$ cat src/rtl/pal_pkg.sv
// ============================================================================
// Module      : pal_pkg
// Description : Shared sizing functions, fuse-map offsets and load FSM states
//               for the run-time programmable PAL.
// Revision    : 1.0 - initial release
// ============================================================================
`default_nettype none

package pal_pkg;

    typedef enum logic [0:0] {
        ST_IDLE = 1'b0,
        ST_LOAD = 1'b1
    } state_t;

    function automatic int cfg_w(input int n_in, input int n_pt, input int n_out);
        return 2 * n_in * n_pt + n_out * n_pt + 2 * n_out;
    endfunction

    function automatic int or_base(input int n_in, input int n_pt);
        return 2 * n_in * n_pt;
    endfunction

    function automatic int mc_base(input int n_in, input int n_pt, input int n_out);
        return or_base(n_in, n_pt) + n_out * n_pt;
    endfunction

    function automatic int cnt_w(input int cfg_width);
        return $clog2(cfg_width + 1);
    endfunction

    localparam int CFG_W_DEFAULT = cfg_w(4, 10, 4);
    localparam int CNT_W_DEFAULT = $clog2(CFG_W_DEFAULT + 1);

endpackage

`default_nettype wire

$ cat src/rtl/pal_macrocell.sv
// ============================================================================
// Module      : pal_macrocell
// Description : OR of selected product terms, optional inversion, and a
//               combinational/registered output select.
// Revision    : 1.0 - initial release
// ============================================================================
`default_nettype none

module pal_macrocell #(
    parameter int N_PT = 10
) (
    input  logic            clk,
    input  logic            rst_n,
    input  logic [N_PT-1:0] pt,
    input  logic [N_PT-1:0] or_fuse,
    input  logic            reg_en,
    input  logic            invert,
    output logic            out
);

    logic sum;
    logic mc;
    logic out_d;
    logic out_q;

    assign sum = |(pt & or_fuse);
    assign mc  = sum ^ invert;

    always_comb begin
        out_d = mc;
    end

    // The flop captures every cycle, even while a new map is being shifted in.
    always_ff @(posedge clk or negedge rst_n) begin
        if (!rst_n) begin
            out_q <= 1'b0;
        end else begin
            out_q <= out_d;
        end
    end

    assign out = reg_en ? out_q : mc;

endmodule

`default_nettype wire

$ cat src/rtl/pal_prog_reg.sv
// ============================================================================
// Module      : pal_prog_reg
// Description : Programmable AND/OR array with macrocells; fuse map shifted
//               into a shadow register and committed atomically.
// Revision    : 1.0 - initial release
// ============================================================================
`default_nettype none

module pal_prog_reg
    import pal_pkg::*;
#(
    parameter int N_IN  = 4,
    parameter int N_PT  = 10,
    parameter int N_OUT = 4
) (
    input  logic             clk,
    input  logic             rst_n,
    input  logic [N_IN-1:0]  in_vec,
    input  logic             cfg_start,
    input  logic             cfg_valid,
    input  logic             cfg_bit,
    output logic             cfg_busy,
    output logic             cfg_done,
    output logic [N_OUT-1:0] out_vec
);

    localparam int CFG_W   = cfg_w(N_IN, N_PT, N_OUT);
    localparam int OR_BASE = or_base(N_IN, N_PT);
    localparam int MC_BASE = mc_base(N_IN, N_PT, N_OUT);
    localparam int CNT_W   = cnt_w(CFG_W);

    state_t             state_q, state_d;
    logic [CNT_W-1:0]   cnt_q, cnt_d;
    logic [CFG_W-1:0]   shadow_q, shadow_d;
    logic [CFG_W-1:0]   active_q, active_d;
    logic               done_q, done_d;
    logic [CFG_W-1:0]   shadow_shift;
    logic [N_PT-1:0]    pt;

    assign shadow_shift = {shadow_q[CFG_W-2:0], cfg_bit};

    always_comb begin
        state_d  = state_q;
        cnt_d    = cnt_q;
        shadow_d = shadow_q;
        active_d = active_q;
        done_d   = 1'b0;
        case (state_q)
            ST_IDLE: begin
                if (cfg_start) begin
                    state_d  = ST_LOAD;
                    cnt_d    = '0;
                    shadow_d = '0;
                end
            end
            ST_LOAD: begin
                // A restart takes priority over a bit presented in the same cycle.
                if (cfg_start) begin
                    cnt_d    = '0;
                    shadow_d = '0;
                end else if (cfg_valid) begin
                    shadow_d = shadow_shift;
                    cnt_d    = cnt_q + CNT_W'(1);
                    if (cnt_q == CNT_W'(CFG_W - 1)) begin
                        active_d = shadow_shift;
                        state_d  = ST_IDLE;
                        cnt_d    = '0;
                        done_d   = 1'b1;
                    end
                end
            end
            default: begin
                state_d = ST_IDLE;
            end
        endcase
    end

    always_ff @(posedge clk or negedge rst_n) begin
        if (!rst_n) begin
            state_q  <= ST_IDLE;
            cnt_q    <= '0;
            shadow_q <= '0;
            active_q <= '0;
            done_q   <= 1'b0;
        end else begin
            state_q  <= state_d;
            cnt_q    <= cnt_d;
            shadow_q <= shadow_d;
            active_q <= active_d;
            done_q   <= done_d;
        end
    end

    assign cfg_busy = (state_q == ST_LOAD);
    assign cfg_done = done_q;

    // An unconnected term must read 0, so gate the literal AND with "any fuse set".
    generate
        for (genvar p = 0; p < N_PT; p++) begin : g_pt
            logic [N_IN-1:0] lit_ok;
            for (genvar i = 0; i < N_IN; i++) begin : g_lit
                assign lit_ok[i] = (~active_q[2*N_IN*p + 2*i]     |  in_vec[i]) &
                                   (~active_q[2*N_IN*p + 2*i + 1] | ~in_vec[i]);
            end
            assign pt[p] = (|active_q[2*N_IN*p +: 2*N_IN]) & (&lit_ok);
        end
    endgenerate

    generate
        for (genvar o = 0; o < N_OUT; o++) begin : g_mc
            pal_macrocell #(
                .N_PT (N_PT)
            ) u_mc (
                .clk     (clk),
                .rst_n   (rst_n),
                .pt      (pt),
                .or_fuse (active_q[OR_BASE + o*N_PT +: N_PT]),
                .reg_en  (active_q[MC_BASE + 2*o]),
                .invert  (active_q[MC_BASE + 2*o + 1]),
                .out     (out_vec[o])
            );
        end
    endgenerate

endmodule

`default_nettype wire

$ cat config.mk
export PLATFORM = sky130hd
export DESIGN_NAME = pal_prog_reg
export DESIGN_NICKNAME = d
export VERILOG_FILES = /design/src/rtl/pal_pkg.sv /design/src/rtl/pal_macrocell.sv /design/src/rtl/pal_prog_reg.sv
export SDC_FILE = /design/constraint.sdc
export NUM_CORES = 1
export LEC_CHECK = 0
export CAP_MARGIN = 20
export CORE_ASPECT_RATIO = 0.5
export CORE_MARGIN = 2
export CORE_UTILIZATION = 40
export DETAILED_ROUTE_END_ITERATION = 10
export PLACE_DENSITY = 0.54
export SLEW_MARGIN = 25
export SYNTH_ARGS = -nofsm -noshare
export SYNTH_HDL_FRONTEND = slang
export SYNTH_HIERARCHICAL = 1
export SYNTH_SLANG_ARGS = --single-unit
$ cat constraint.sdc
create_clock -name clk -period 4.47 [get_ports clk]
set_clock_uncertainty 0.1 [all_clocks]
set_input_delay 1.341 -clock clk [delete_from_list [all_inputs] [get_ports clk]]
set_output_delay 1.341 -clock clk [all_outputs]
set_load 0.01 [all_outputs]
==> impl_metrics.py <==
metrics = {
    "timing": {
        "fmax_mhz": 225,
        "drv_slew": 0,
        "final.setup.tns_ns": 0,
        "report.final.hold_viol_count": 0,
        "finalCritPeriodShare_pct": 99.3,
        "max-slew-margin-rel_pct": 39.9,
        "worst_pin_slew_ns": 0.902,
        "min_period_ns": 4.44,
        "setup_ws_ns": 0.0329,
        "rsz0062_at_grt": "true",
        "setup_viol": 0,
    },
    "critical_path": {
        "crit_arrival_ns": 3.00,
        "cp.required_ns": 3.03,
        "critPathLaunchType": "primary input",
        "critPathCaptureType": "primary output",
        "worst-path-max-fanout": 5,
        "criticalPathCategory": "primary input to primary output",
        "r2r_slack_ns": 1.92,
    },
    "floorplanning": {
        "fp.dieH_microns": 123,
        "die_area_sq_um": 30000,
        "pin_count": 15,
        "initial_core_util_pct": 40.9,
        "fp.dieW_microns": 243,
        "row_count": 43,
        "core-area_sq_um": 27900,
    },
    "logic_synthesis": {
        "synth_area_per_cell_sq_um": 11.2,
        "yosysWarnings": 6,
        "synth_cells": 1020,
        "ys_types": 34,
        "synth_flop_cell": "dfrtp_1",
        "seq_area_frac_synth_pct": 59.0,
        "ys_ff_latch": 269,
        "syn_area_sq_um": 11400,
        "synth_edf_count": 0,
        "async_flop_share_pct": 100,
        "syn_nets": 1030,
    },
    "placed_design": {
        "gp_congestion": 0.749,
        "post-dp-hpwl_mm": 14.1,
        "place_ws_ns": -0.994,
        "portBuffers": 14,
    },
    "global_routing": {
        "overflow": 0,
        "antenna_found_initial": 1,
        "grt_usage_pct": 17.2,
        "grt_start_max_net_pins": 107,
        "grt_pass1_vias": 7624,
        "grt_pass1_wl_mm": 41.3,
    },
    "cells_and_area": {
        "layout_commonest_cell": "dfrtp_1",
        "num_antenna_cells": 0,
        "mostFrequentLayoutCells": "dfrtp_1 (269), nand2_1 (267), a21oi_1 (131)",
        "area_growth_pct": 15.4,
        "final_util_pct": 47.2,
        "drive_gt1_share_pct": 24.1,
        "final_nets": 1040,
    },
    "routing": {
        "wirelength_mm": 24.8,
        "drtIter0Drc": 553,
        "routedWlPerCell_microns": 17.3,
        "num_vias": 7476,
        "drt_first_pass_iters": 4,
        "final_antenna_net_count": 0,
        "via_per_inst": 5.22,
        "drc": 0,
    },
    "clock_tree": {
        "cts_buffers": 26,
        "clkTransAtPathRegs_ns": 0.07,
        "cts_root_buffer": "clkbuf_16",
        "hold_buffers": 0,
        "tritoncts": "yes",
        "cts_sinks": 269,
        "insertion_delay_ns": 0.54,
        "htreeDepth": 1,
        "clockBufferDepth": 3,
    },
    "outcome": {
        "outcome": "finished clean",
    },
    "hold_path": {
        "hold_class": "register to register",
    },
    "power_and_ir_drop": {
        "leakagePower_nw": 6.17,
        "p_per_area_nw_per_um2": 371,
        "ir_worst_vdd_uv": 276,
    },
    "run": {
        "max-cap-violations": 0,
    },
}
[cell type report]
type,instances,area [sq um]
inverters,2,7.51
multi-input cells,687,4480
repair buffers,44,584
clock inverters,10,106
clock buffers,37,773
flip-flops and latches,269,6730
fillers,2576,14700
well taps,382,478
[synthesized netlist by cell type (2+ instances only)]
library cell	instances	area share (%)
a31oi_1	2	0.11
nor3_1	5	0.22
nand2_1	270	8.9
nor2_1	26	0.86
nand4_1	10	0.55
mux2i_1	40	3.5
o211ai_1	2	0.13
a22oi_2	4	0.44
a22oi_1	16	1.1
dfrtp_1	269	59
buf_1	8	0.26
mux2_2	129	13
o31ai_2	4	0.44
inv_1	2	0.066
buf_6	6	0.59
nand3_1	7	0.31
or4_1	22	1.4
clkbuf_1	40	1.3
or3_1	3	0.16
clkbuf_8	8	0.97
a21oi_1	131	5.7
o21a_1	4	0.26
[where the power goes]
group          leakage [nW]  internal [W]  total, W  switching, W
Combinational          1.98     0.0000470  0.000181      0.000134
Clock                 0.437       0.00132   0.00227      0.000951
Sequential             3.75       0.00244   0.00244    0.00000212
[final timing paths]
path / cells past startpoint / to / start
setup / recovery: 11 / out_vec[0] / in_vec[3]
hold / removal: 1 / active_q[81] / active_q[81]
setup reg to reg: 5 / active_q[60] / cnt_q[0]
hold reg to reg: 1 / active_q[81] / active_q[81]
max in group asynchronous: 2 / shadow_q[6] / rst_n
min in group asynchronous: 1 / shadow_q[58] / rst_n
[metal layers]
layer	vias up	track usage [%]	part of all wire (%)
li1	3542	-	-
met1	3821	24.1	50
met2	75	28.2	45
met3	38	3.10	3.2
met4	0	4.03	2.0
met5	-	0	0
[registers in the layout (all words and copies together), names as in the netlist]
signal           cells
active_q           128
cnt_q                8
shadow_q           127
g_mc.u_mc/out_q      4
cfg_done             1
cfg_busy             1
[stage by stage]
step	hold WS, ns	instances	power, W	instance area (sq um)
5_1_grt	0.419	1431	0.00506	13200
6_report	0.408	1431	0.00489	13200
3_5_place_dp	0.394	1377	0.00265	12000
3_3_place_gp	0.391	1377	0.00265	12000
2_1_floorplan	0.380	1020	0.00255	11400
4_1_cts	0.409	1430	0.00496	13100
[critical path, cell delays in order]
cell     delay [ns]
buf_12         0.11
buf_12         0.14
mux2i_1        0.12
nand4_1        0.14
nor2_4         0.09
a22oi_1        0.22
nand2_2        0.11
buf_4          0.14
o21a_1         0.18
o31ai_2        0.24
buf_2          0.16
[cells by family after synthesis]
family | share of synthesized area (%)
buffers and inverters | 3.20
XOR/XNOR | 0.0768
AND/OR/NAND/NOR | 12.9
flip-flops | 59.0
AO/OA/AOI/OAI | 8.43
multiplexers | 16.2
adder cells (fa/ha/maj) | 0.110
[what timing repair did]
action	in CTS	in global routing
gates resized for setup	78	13
pin swaps	17	13
cloned	4	0
setup endpoints to repair	4	4
buffers inserted	8	1
(Power assumes the default switching activity.)
